===== config.mk =====
export PLATFORM = sky130hd
export DESIGN_NAME = master_tx_ltssm
export DESIGN_NICKNAME = d
export VERILOG_FILES = /design/src/rtl/ltssm_pkg.sv /design/src/rtl/tx_os_counter.sv /design/src/rtl/master_tx_ltssm.sv
export SDC_FILE = /design/constraint.sdc
export NUM_CORES = 1
export LEC_CHECK = 0
export ABC_AREA = 1
export CORE_MARGIN = 2
export CORE_UTILIZATION = 60
export DETAILED_ROUTE_END_ITERATION = 12
export PLACE_DENSITY = 0.88
export SLEW_MARGIN = 20
export SYNTH_ARGS = -nofsm -noshare
export SYNTH_HDL_FRONTEND = slang
export SYNTH_SLANG_ARGS = --single-unit
export TNS_END_PERCENT = 30

===== constraint.sdc =====
create_clock -name clk -period 11.3 [get_ports clk]
set_clock_uncertainty 0.1 [all_clocks]
set_input_delay 3.39 -clock clk [delete_from_list [all_inputs] [get_ports clk]]
set_output_delay 3.39 -clock clk [all_outputs]
set_load 0.03 [all_outputs]

===== src/rtl/ltssm_pkg.sv =====
// Shared LTSSM definitions: sub-state codes, ordered-set types and the
// per-sub-state transmit plan. The RX checker uses the same sub-state codes.
package ltssm_pkg;

  localparam int unsigned        CNT_W           = 11;
  localparam logic [CNT_W-1:0]   MIN_POLL_ACTIVE = 11'd1024;
  localparam logic [CNT_W-1:0]   POST_TS_IDL     = 11'd16;

  typedef enum logic [3:0] {
    SS_DETECT_QUIET     = 4'd0,
    SS_DETECT_ACTIVE    = 4'd1,
    SS_POLLING_ACTIVE   = 4'd2,
    SS_POLLING_CONFIG   = 4'd3,
    SS_CFG_LW_START     = 4'd4,
    SS_CFG_LW_ACCEPT    = 4'd5,
    SS_CFG_LN_WAIT      = 4'd6,
    SS_CFG_LN_ACCEPT    = 4'd7,
    SS_CFG_COMPLETE     = 4'd8,
    SS_CFG_IDLE         = 4'd9
  } substate_e;

  typedef enum logic [2:0] {
    OS_NONE = 3'd0,
    OS_TS1  = 3'd1,
    OS_TS2  = 3'd2,
    OS_IDL  = 3'd3,
    OS_EIOS = 3'd4
  } os_type_e;

  typedef enum logic [1:0] {
    TX_IDLE  = 2'd0,
    TX_SEND  = 2'd1,
    TX_DRAIN = 2'd2,
    TX_DONE  = 2'd3
  } tx_state_e;

  typedef struct packed {
    os_type_e         typ;
    logic [CNT_W-1:0] min_cnt;
    logic [CNT_W-1:0] post_cnt;
    logic             bad;      // unknown sub-state code, finish as failure
  } os_plan_t;

  // Ordered-set type, minimum TX count and post-exit count for a sub-state.
  function automatic os_plan_t os_plan(input logic [3:0] s);
    os_plan_t p;
    p.typ      = OS_NONE;
    p.min_cnt  = '0;
    p.post_cnt = '0;
    p.bad      = 1'b0;
    case (s)
      SS_DETECT_QUIET, SS_DETECT_ACTIVE: p.typ = OS_NONE;
      SS_POLLING_ACTIVE: begin
        p.typ     = OS_TS1;
        p.min_cnt = MIN_POLL_ACTIVE;
      end
      SS_POLLING_CONFIG: begin
        p.typ      = OS_TS2;
        p.post_cnt = POST_TS_IDL;
      end
      SS_CFG_LW_START, SS_CFG_LW_ACCEPT,
      SS_CFG_LN_WAIT, SS_CFG_LN_ACCEPT: p.typ = OS_TS1;
      SS_CFG_COMPLETE: begin
        p.typ      = OS_TS2;
        p.post_cnt = POST_TS_IDL;
      end
      SS_CFG_IDLE: begin
        p.typ      = OS_IDL;
        p.post_cnt = POST_TS_IDL;
      end
      default: p.bad = 1'b1;
    endcase
    return p;
  endfunction

endpackage


===== src/rtl/tx_os_counter.sv =====
// Saturating handshake counter with synchronous clear. ge_o compares the
// count including the increment of this cycle, so a decision can be taken in
// the same cycle as the handshake that reaches the threshold.
module tx_os_counter
  import ltssm_pkg::*;
#(
  parameter int unsigned W = CNT_W
) (
  input  logic         clk,
  input  logic         reset,
  input  logic         clr_i,
  input  logic         inc_i,
  input  logic [W-1:0] thr_i,
  output logic         ge_o
);

  localparam logic [W-1:0] CNT_MAX = '1;
  localparam logic [W-1:0] ONE     = {{(W-1){1'b0}}, 1'b1};

  logic [W-1:0] cnt_q, cnt_d;

  // Next count: clear wins, otherwise increment until saturated.
  always_comb begin
    cnt_d = cnt_q;
    if (clr_i)                          cnt_d = '0;
    else if (inc_i && cnt_q != CNT_MAX) cnt_d = cnt_q + ONE;
  end

  // Count register, synchronous active-low reset.
  always_ff @(posedge clk) begin
    if (!reset) cnt_q <= '0;
    else        cnt_q <= cnt_d;
  end

  assign ge_o = ({1'b0, cnt_q} + {{W{1'b0}}, inc_i}) >= {1'b0, thr_i};

endmodule


===== src/rtl/master_tx_ltssm.sv =====
// TX side of the LTSSM sub-state sequencer: offers the ordered set each
// sub-state needs, counts accepted sets, merges the RX checker verdict and
// reports finish/exitTo to the main LTSSM.
module master_tx_ltssm
  import ltssm_pkg::*;
#(
  parameter int MAXLANES = 16
) (
  input  logic       clk,
  input  logic       reset,
  input  logic [3:0] substate,
  input  logic       rxFinish,
  input  logic [3:0] rxExitTo,
  input  logic       osReady,
  output logic       osValid,
  output logic [2:0] osType,
  output logic       txElectricalIdle,
  output logic       finish,
  output logic [3:0] exitTo
);

  if (MAXLANES < 1) begin : g_lanes_chk
    $error("MAXLANES must be at least 1");
  end

  tx_state_e  state_q, state_d;
  logic [3:0] cur_q, cur_d, last_q, last_d, rxexit_q, rxexit_d;
  logic       rxseen_q, rxseen_d, rxok_q, rxok_d;
  logic       osvalid_q, osvalid_d, txei_q, txei_d, finish_q, finish_d;
  os_type_e   ostype_q, ostype_d;
  logic [3:0] exitto_q, exitto_d;

  os_plan_t   req_plan, cur_plan;
  logic       hs, pending, new_req;
  logic       seen_e, ok_e;
  logic [3:0] exit_e;
  logic       tx_clr, tx_ge, post_ge;
  logic       go_done;
  logic [3:0] done_exit;

  assign req_plan = os_plan(substate);
  assign cur_plan = os_plan(cur_q);
  assign hs       = osvalid_q & osReady;
  assign pending  = osvalid_q & ~osReady;
  assign new_req  = (substate != last_q);

  // An rxFinish in this cycle counts as already seen.
  assign seen_e = rxseen_q | rxFinish;
  assign ok_e   = rxseen_q ? rxok_q   : (rxExitTo != 4'd0);
  assign exit_e = rxseen_q ? rxexit_q : rxExitTo;
  assign tx_clr = (state_q == TX_IDLE) & new_req;

  tx_os_counter u_tx_cnt (
    .clk   (clk),
    .reset (reset),
    .clr_i (tx_clr),
    .inc_i (hs & (state_q == TX_SEND)),
    .thr_i (cur_plan.min_cnt),
    .ge_o  (tx_ge)
  );

  tx_os_counter u_post_cnt (
    .clk   (clk),
    .reset (reset),
    .clr_i (tx_clr),
    .inc_i (hs & (state_q == TX_DRAIN)),
    .thr_i (cur_plan.post_cnt),
    .ge_o  (post_ge)
  );

  // Next-state and registered-output logic. Leaving SEND/DRAIN waits for a
  // pending ordered set so osValid never drops without a handshake.
  always_comb begin
    state_d   = state_q;
    cur_d     = cur_q;
    last_d    = last_q;
    rxseen_d  = rxseen_q;
    rxok_d    = rxok_q;
    rxexit_d  = rxexit_q;
    osvalid_d = osvalid_q;
    ostype_d  = ostype_q;
    txei_d    = txei_q;
    finish_d  = 1'b0;
    exitto_d  = exitto_q;
    go_done   = 1'b0;
    done_exit = 4'd0;
    case (state_q)
      TX_IDLE: begin
        if (new_req) begin
          cur_d    = substate;
          rxseen_d = 1'b0;
          rxok_d   = 1'b0;
          rxexit_d = 4'd0;
          if (req_plan.bad) begin
            go_done = 1'b1;
          end else begin
            state_d   = TX_SEND;
            osvalid_d = (req_plan.typ != OS_NONE);
            ostype_d  = req_plan.typ;
            txei_d    = (req_plan.typ == OS_NONE);
          end
        end
      end
      TX_SEND: begin
        if (rxFinish && !rxseen_q) begin
          rxseen_d = 1'b1;
          rxok_d   = (rxExitTo != 4'd0);
          rxexit_d = rxExitTo;
        end
        if (seen_e && !pending) begin
          if (!ok_e) begin
            go_done = 1'b1;
          end else if (tx_ge) begin
            if (cur_plan.post_cnt == '0) begin
              go_done   = 1'b1;
              done_exit = exit_e;
            end else begin
              state_d = TX_DRAIN;
            end
          end
        end
      end
      TX_DRAIN: begin
        if (post_ge && !pending) begin
          go_done   = 1'b1;
          done_exit = rxexit_q;
        end
      end
      TX_DONE: begin
        state_d = TX_IDLE;
        last_d  = cur_q;
      end
      default: state_d = TX_IDLE;
    endcase
    if (go_done) begin
      state_d   = TX_DONE;
      finish_d  = 1'b1;
      exitto_d  = done_exit;
      osvalid_d = 1'b0;
      ostype_d  = OS_NONE;
    end
  end

  // State and output registers, synchronous active-low reset.
  always_ff @(posedge clk) begin
    if (!reset) begin
      state_q   <= TX_IDLE;
      cur_q     <= 4'd0;
      last_q    <= 4'hF;
      rxseen_q  <= 1'b0;
      rxok_q    <= 1'b0;
      rxexit_q  <= 4'd0;
      osvalid_q <= 1'b0;
      ostype_q  <= OS_NONE;
      txei_q    <= 1'b1;
      finish_q  <= 1'b0;
      exitto_q  <= 4'd0;
    end else begin
      state_q   <= state_d;
      cur_q     <= cur_d;
      last_q    <= last_d;
      rxseen_q  <= rxseen_d;
      rxok_q    <= rxok_d;
      rxexit_q  <= rxexit_d;
      osvalid_q <= osvalid_d;
      ostype_q  <= ostype_d;
      txei_q    <= txei_d;
      finish_q  <= finish_d;
      exitto_q  <= exitto_d;
    end
  end

  assign osValid          = osvalid_q;
  assign osType           = ostype_q;
  assign txElectricalIdle = txei_q;
  assign finish           = finish_q;
  assign exitTo           = exitto_q;

endmodule


=== Yosys cells after proc, flatten, opt, wreduce, memory -nomap -nowiden ===
Cells that the tools add are included.

* Add/subtract/negate cells: 4
* $lt $le $gt $ge: 2
* Eq/ne operators: 27
* Mux-type cells: 36
* Bitwise operators: 8
* Reduce and logical (&&, ||, !) cells: 25

{| class="wikitable"
|+ Operator list
! cell !! count
|-
| 4-bit 2-to-1 mux || 8
|-
| 11-bit by 1-bit adder with 12-bit output || 2
|-
| 11-bit by 1-bit adder with 11-bit output (second input constant) || 2
|-
| 11-bit inequality test (second input constant) || 2
|-
| 4-bit by 2-bit equality test with 1-bit output (second input constant) || 4
|-
| 4-bit by 3-bit equality test with 1-bit output (second input constant) || 4
|-
| 4-bit equality test (second input constant) || 4
|-
| 4-bit one-hot mux with 2 select lines || 2
|-
| 3-bit inequality test (second input constant) || 5
|-
| 2-bit 2-to-1 mux || 7
|-
| 12-bit by 11-bit greater-or-equal comparator with 1-bit output || 1
|-
| 12-bit by 5-bit greater-or-equal comparator with 1-bit output || 1
|-
| 1-bit 2-to-1 mux || 12
|-
| 2-bit one-hot mux with 3 select lines || 2
|-
| 11-bit zero test || 1
|-
| 11-bit 2-to-1 mux || 1
|-
| 10-bit OR reduction || 1
|-
| 4-bit nonzero test || 2
|-
| 7-bit AND reduction || 1
|-
| 3-bit AND reduction || 2
|-
| 2-bit OR reduction || 3
|-
| 1-bit AND || 5
|-
| 1-bit logical AND || 5
|-
| 5-bit 2-to-1 mux || 1
|-
| other kinds (20) || 24
|}

* Register bits after elaboration: 48
* Output and inout port bits: 10

=== Depth between registers and ports, before layout ===
Gate-level depths: netlist of run 1.

* Depth in word-level cells: 11
* Gate-level depth with buffers: 26
* Depth with buffers taken out: 26

=== Modules after synthesis ===
Synthesis of run 1 repeated with hierarchy kept, for this count alone.

* Cell total of the unflattened synthesis: 565
* Area, all modules: 3,691.0 um^2

{| class="wikitable"
|+ Modules (own cells, without submodules)
! module !! times used !! cells an instance !! area each (um^2) !! sequential area each (um^2)
|-
| master_tx_ltssm || 1 || 221 || 1,475.2 || 500.5
|-
| tx_os_counter at u_tx_cnt || 1 || 176 || 1,116.1 || 220.2
|-
| tx_os_counter at u_post_cnt || 1 || 168 || 1,099.8 || 220.2
|}

=== Worst setup path before layout of run 1 ===
Ideal clock, no wire load.

* Path kind: input-to-reg
* Start: input port osReady
* End: register state_q[0]
* Data arrival time: 5.697 ns
* Data required time: 11.086 ns
* Setup slack: 5.390 ns
* Cell stages on the path: 23
* Cell sequence: nand2_1 -> nor2_2 -> ha_1 -> ha_1 -> inv_1 -> nor2_4 -> nand2_1 -> nor2_1 -> xor2_1 -> inv_1 -> ha_1 -> nand3b_1 -> nor2_1 -> nand3_1 -> nor2_1 -> nand3_1 -> nand2_1 -> nand2_1 -> nand2_1 -> nand2_1 -> or2_0 -> nand3_1 -> nand2_1

* Longest elaborated chain between the ends: 10
* Elaborated cells between the ends (all ways): 26
* Classes of those cells: add/sub: 2; order compare: 2; eq/ne: 6; mux: 6; bitwise: 5; reduce/logical: 5

{| class="wikitable"
|+ RTL lines
! what !! RTL line !! text
|-
| from (decl) || master_tx_ltssm.sv:14 || <nowiki>input logic osReady,</nowiki>
|-
| 1-bit AND || master_tx_ltssm.sv:43 || <nowiki>assign hs = osvalid_q & osReady;</nowiki>
|-
| 1-bit AND || master_tx_ltssm.sv:57 || <nowiki>.inc_i (hs & (state_q == TX_SEND)),</nowiki>
|-
| 11-bit by 1-bit adder with 12-bit output || tx_os_counter.sv:35 || <nowiki>assign ge_o = ({1'b0, cnt_q} + {{W{1'b0}}, inc_i}) >= {1'b0, thr_i};</nowiki>
|-
| 12-bit by 11-bit greater-or-equal comparator with 1-bit output || tx_os_counter.sv:35 ||
|-
| 1-bit 2-to-1 mux || master_tx_ltssm.sv:113 || <nowiki>end else if (tx_ge) begin</nowiki>
|-
| 1-bit 2-to-1 mux || master_tx_ltssm.sv:111 || <nowiki>if (!ok_e) begin</nowiki>
|-
| 1-bit 2-to-1 mux || master_tx_ltssm.sv:110 || <nowiki>if (seen_e && !pending) begin</nowiki>
|-
| 1-bit one-hot mux with 3 select lines || master_tx_ltssm.sv:87 || <nowiki>case (state_q)</nowiki>
|-
| 3-bit inequality test (no source line) (tied with other cells) || n/a ||
|-
| 7-bit AND reduction (no source line) || n/a ||
|-
| to (signal assigned) || master_tx_ltssm.sv:159 || <nowiki>state_q <= state_d;</nowiki>
|-
| to (decl) || master_tx_ltssm.sv:26 || <nowiki>tx_state_e state_q, state_d;</nowiki>
|}

Parallel ways exist; a longest one is shown, timed or not.
A chain may end at the register's enable or synchronous reset.

=== Final worst setup path of run 1 ===
Same ends and word-level chain as after synthesis.

==> out/metrics.yaml, run 1 <==
status: "finished clean"
finalCritPeriodShare_pct: 56.51
finalMaxSlewViolations: 0
grt_max_degree: 17
grt-ovfl-total: 0
hold_class: "reg -> reg"
grt_pass1_wl_mm: 11.02
area_growth_pct: 12.49
finalSetupViolations: 0
vias_per_cell: 5.174
vias: 2877
r2r_end: "state_q[0]"
intPower_mw: 0.3340
postCtsHoldBufs: 0
clk_path_buf_depth: 2
drive_above_1_share_pct: 6.339
ys_seq_area_share_pct: 32.18
worst_pin_slew_ps: 743.1
ir_drop_uv: 117.8
h-tree-depth: 2
dp_hpwl_mm: 4.900
post-cts-setup-buffers: 0
post_dp_cell_area_sq_mm: 0.003174
cts-resized-gates: 0
avgRoutedWirePerCell_um: 11.27
finalPower_mw: 0.5668
ff2ff_setup_slack_ps: 7750
r2r_cells: 25
hp-start: "exitTo[3]"
start_util_pct: 61.91
fin_cells: 556
slew_headroom_pct: 50.28
synthTopCellsByArea: "dfxtp_1, nand2_1, nor2_1"
grtUsageTotal_pct: 25.40
dp_slack_ps: 4591
r2r-start: "state_q[1]"
rsz0062_at_grt: "false"
cp-start-kind: "primary input"
p_sw_share_pct: 41.08
period_needed_ps: 6385
synth_warnings: 0
cp_max_fo: 4
portBuffers: 20
post-place-cells: 548
ant_nets: 0
clk_root_buffer_cell: "clkbuf_8"
timing.final.hold_violations: 0
power_frac_clock_pct: 22.8
fp.dieH_um: 73.81
drc: 0
synth_cell_types: 34
worstSkewPairLatency_ps: 310
tritoncts: "yes"
power_density_mw_per_mm2: 172.3
synth-seq-cells: 47
synth.largest_area_cell: "dfxtp_1"
fmax_ghz: 0.1566
setup_ws_ps: 4915
core-area_sq_mm: 0.004723
p_seq_share_pct: 37.2
setup-tns-final_ps: 0
criticalPathCategory: "in -> reg"
stdcell_area_sq_mm: 0.003289
dr.pass1.iters: 4
syn_area_sq_mm: 0.002924
p_leak_nw: 1.430
syn_nets: 492
pin_count: 22
grt_antenna_before_repair: 0
cp.required_ps: 11410
max_cap_violations: 0
worst_setup_path_end_kind: "flop"
critPathArrivalTime_ps: 6490
synthCells: 467
first_iter_violations: 237
antennaDiodeCount: 0
clock-sinks: 47
grt_pass1_vias: 2613
yosysTopAreaCellShare_pct: 32.18
combinationalPowerShare_pct: 40.0
row_count: 25
fillers: 383
syn_area_per_cell_sq_um: 6.261
min_to: "exitTo[3]"
cts_buffers: 5
p_sw_mw: 0.2328
gp_congestion: 0.9145
wl_mm: 6.267
fp.dieW_um: 73.81
die_area_sq_mm: 0.005448
clk_pin_slew_ps: 100
min_path_cells: 2
nets: 513
kinds of logic (layout without fill, tap and decap cells):
kind of cell	Yosys count	after routing	synth area share [%]
simple gates	264	264	38.34
other cells	1	1	0.1282
flops	47	47	32.18
buf+inv	73	95	9.755
fa+ha+maj	13	13	5.563
xor+xnor	8	8	2.396
compound gates	61	61	11.64
worst max-delay path by stage:
stage            start         end  slack (ps)  cells past startpoint
5_1_grt        osReady  state_q[0]        4550                     24
3_5_place_dp   osReady  state_q[0]        4590                     24
2_1_floorplan  osReady  state_q[0]        5390                     23
4_1_cts        osReady  state_q[0]        4920                     24
6_report       osReady  state_q[0]        4910                     24
3_3_place_gp   osReady  state_q[0]        4740                     24
cell usage in the layout (no fill, tap or decap), types with 2 or more instances in the layout:
cell,netlist,final
inv_1,62,62
nor3_1,3,3
o211ai_1,2,2
nor2_1,64,64
o21ai_1,2,2
nand2_2,7,7
o21ai_0,25,25
clkdlybuf4s50_1,0,20
clkbuf_8,0,5
nand2_1,142,142
a21oi_1,24,24
nor2_4,3,3
xor2_1,8,8
nor2_2,6,6
nand4_1,6,6
dfxtp_1,47,47
ha_1,13,13
inv_2,4,4
nand3_1,29,29
o31ai_1,2,2
worst max-delay path: stages:
cell             delay, ps
clkdlybuf4s50_1        500
nand2_1                 90
nor2_2                 160
ha_1                   230
ha_1                   180
inv_1                   80
nor2_4                 140
nand2_1                 80
nor2_1                 110
xor2_1                 150
inv_1                   50
ha_1                   270
nand3b_1                70
nor2_1                 110
nand3_1                 70
nor2_1                  80
nand3_1                 70
nand2_1                100
nand2_1                 60
nand2_1                 50
nand2_1                 90
or2_0                  210
nand3_1                 80
nand2_1                 60
synthesized netlist by cell type:
cell / n
xor2_1: 8
nand3_1: 29
inv_2: 4
a21oi_1: 24
nand2_4: 1
dfxtp_1: 47
nand2_2: 7
a211oi_1: 1
a41oi_1: 1
clkinv_1: 1
ha_1: 13
nor2_2: 6
nor2_4: 3
o31ai_1: 2
inv_1: 62
a21oi_4: 1
o211ai_1: 2
nor2_1: 64
nor3_1: 3
o21ai_1: 2
or2_0: 1
clkbuf_1: 1
a2bb2oi_1: 1
conb_1: 1
nand2_1: 142
buf_2: 2
o21ai_0: 25
nand3_2: 1
nand4_1: 6
o21bai_1: 1
o22ai_1: 1
clkbuf_2: 1
buf_4: 2
nand3b_1: 1
stage by stage:
stage | util [%] | hold WS (ps)
2_1_floorplan | - | 345.3
3_3_place_gp | 67.21 | 338.8
3_5_place_dp | 67.21 | 342.2
4_1_cts | 69.64 | 356.6
5_1_grt | 69.64 | 382.2
6_report | 69.64 | 355.0
layout make-up:
cell class | count | area (sq um) | share of cell area [%]
Multi-Input combinational cell | 347 | 1698 | 51.62
Clock inverter | 3 | 46.29 | 1.407
Tap cell | 67 | 83.83 | 2.549
Inverter | 67 | 251.5 | 7.645
Sequential cell | 47 | 940.9 | 28.60
Clock buffer | 5 | 68.82 | 2.092
Timing Repair Buffer | 20 | 200.2 | 6.086
power by group through the flow:
| stage | clock network [mW] | registers [mW] | logic (mW) |
|---|---|---|---|
| after CTS | 0.131 | 0.211 | 0.227 |
| after global placement | 0 | 0.214 | 0.217 |
| after detailed placement | 0 | 0.215 | 0.225 |
| after floorplan | 0 | 0.221 | 0.161 |
| final | 0.129 | 0.211 | 0.227 |
| after global routing | 0.136 | 0.214 | 0.258 |
state kept, by name, summed over array words and instances (netlist names):
signal	cells
cur_q	4
exitTo	4
finish	1
last_q	4
osType	2
osValid	1
rxexit_q	4
rxok_q	1
rxseen_q	1
state_q	2
txElectricalIdle	1
u_post_cnt.cnt_q	11
u_tx_cnt.cnt_q	11
metal layers:
layer / vias up / global-route usage, % / wire length, um
met5: - / 0 / 0
met4: 0 / 6.667 / 80
met2: 48 / 42.96 / 3013
li1: 1505 / - / -
met1: 1315 / 32.94 / 2960
met3: 9 / 4.938 / 212
(Power assumes the default switching activity.)
==> inputs of run 2 (changes only) <==
CORE_UTILIZATION = 59   (was 60)
PLACE_DENSITY = 0.87   (was 0.88)
clock period = 6 ns   (was 11.3 ns; I/O delays follow)
==> run 2 against run 1 <==
Effect of this change: flip-flop and latch count unchanged; sequential power increased by 89%; hold slack improved by 3.2 ps; non-clock buffer count increased by 1; design area increased by 0.23%; first-iteration DRC count decreased by 36%; combinational power increased by 88%.
==> out/metrics.yaml, run 2 (same netlist as run 1, synthesis figures left out) <==
status: "finished clean"
reg_top3: "u_post_cnt.cnt_q (11), u_tx_cnt.cnt_q (11)"
vias_per_cell: 5.214
avgRoutedWirePerCell_um: 11.21
timing.final.hold_violations: 0
clk_pin_slew_ps: 100
core-area_sq_mm: 0.004755
cp_cell_sequence: "clkdlybuf4s50_1, nand2_1, nor2_2, ha_1, ha_1, inv_1, nor2_4, nand2_1, nor2_1, xor2_1, inv_1, ha_1, nand3b_1, nor2_1, nand3_1, nor2_1, nand3_1, nand2_1, nand2_1, nand2_1, nand2_1, or2_0, nand3_1, nand2_1"
post-cts-setup-buffers: 0
cts-resized-gates: 0
portBuffers: 20
drive_above_1_share_pct: 6.531
grt_antenna_before_repair: 0
hold_class: "reg -> reg"
ant_nets: 0
finalSetupViolations: 0
fp.dieW_um: 74.40
crit_top_cell: "nand2_1"
fillers: 406
pin_count: 22
fp.dieH_um: 74.40
wl_mm: 6.243
dr.pass1.iters: 5
rsz0062_at_grt: "false"
dp_slack_ps: 895.2
post_dp_cell_area_sq_mm: 0.003182
cp_max_fo: 4
nets: 514
finalPower_mw: 1.068
clock-sinks: 47
post-place-cells: 549
start_util_pct: 61.50
setup_ws_ps: 1229
h-tree-depth: 2
final_common_cell: "nand2_1"
cp-start-kind: "primary input"
mostFrequentLayoutCells: "nand2_1, nor2_1, inv_1"
criticalPathCategory: "in -> reg"
gp_congestion: 0.9336
max_cap_violations: 0
critPathArrivalTime_ps: 4890
grt_max_degree: 17
first_iter_violations: 151
postCtsHoldBufs: 0
grtUsageTotal_pct: 25.56
row_count: 25
period_needed_ps: 4771
post-route-util_pct: 69.34
cpPeakStageDelay_ps: 470
grt-ovfl-total: 0
grt_pass1_wl_mm: 11.06
ir_drop_uv: 177.3
clk_path_buf_depth: 2
tritoncts: "yes"
antennaDiodeCount: 0
finalCritPeriodShare_pct: 79.52
dp_hpwl_mm: 4.807
ff2ff_setup_slack_ps: 2430
worstSkewPairLatency_ps: 310
finalMaxSlewViolations: 0
cp.required_ps: 6120
p_leak_nw: 1.435
hold_slack_ps: 358.2
slew_headroom_pct: 60.78
worst_pin_slew_ps: 583.4
multi_input_area_sq_mm: 0.001698
fin_cells: 557
drc: 0
grt_pass1_vias: 2673
fmax_ghz: 0.2096
die_area_sq_mm: 0.005535
vias: 2904
clk_root_buffer_cell: "clkbuf_8"
area_growth_pct: 12.75
worst_setup_path_end_kind: "flop"
stdcell_area_sq_mm: 0.003297
seq_area_sq_um: 940.9
setup-tns-final_ps: 0
power_density_mw_per_mm2: 324.0
cts_buffers: 5
cpMaxStageDelayCell: "clkdlybuf4s50_1"
run 2: cell count changes in the layout (fill, tap and decap cells not counted):
cell / change
buf_4: +1
run 2: layer usage:
metal	global-route usage, %	part of all wire [%]
met1	32.64	46
met2	40.31	45
met3	6.233	5.5
met4	12.70	3.1
met5	0	0
run 2: where the power goes:
part           internal (mW)  total, mW  switching [mW]
clock network          0.126      0.242           0.116
logic                  0.147      0.427           0.280
registers              0.359      0.399          0.0405
total                  0.631       1.07           0.437
run 2: final timing paths:
kind	from	end	cells after the start
max reg2reg	state_q[1]	state_q[0]	25
max	osReady	state_q[0]	24
min reg2reg	exitTo[1]	exitTo[1]	2
min	exitTo[1]	exitTo[1]	2
run 2: layout make-up:
class	count	area share, %
Clock buffer	5	2.087
Timing Repair Buffer	21	6.300
Sequential cell	47	28.54
Multi-Input combinational cell	347	51.50
Clock inverter	3	1.404
Tap cell	67	2.543
Inverter	67	7.628
run 2: worst max-delay path, delay by kind of cell:
| family | cells | cell delay, ps |
|---|---|---|
| AND/OR/NAND/NOR | 17 | 1650 |
| adder cells (fa/ha/maj) | 3 | 660 |
| buffers and inverters | 3 | 600 |
| XOR/XNOR | 1 | 150 |
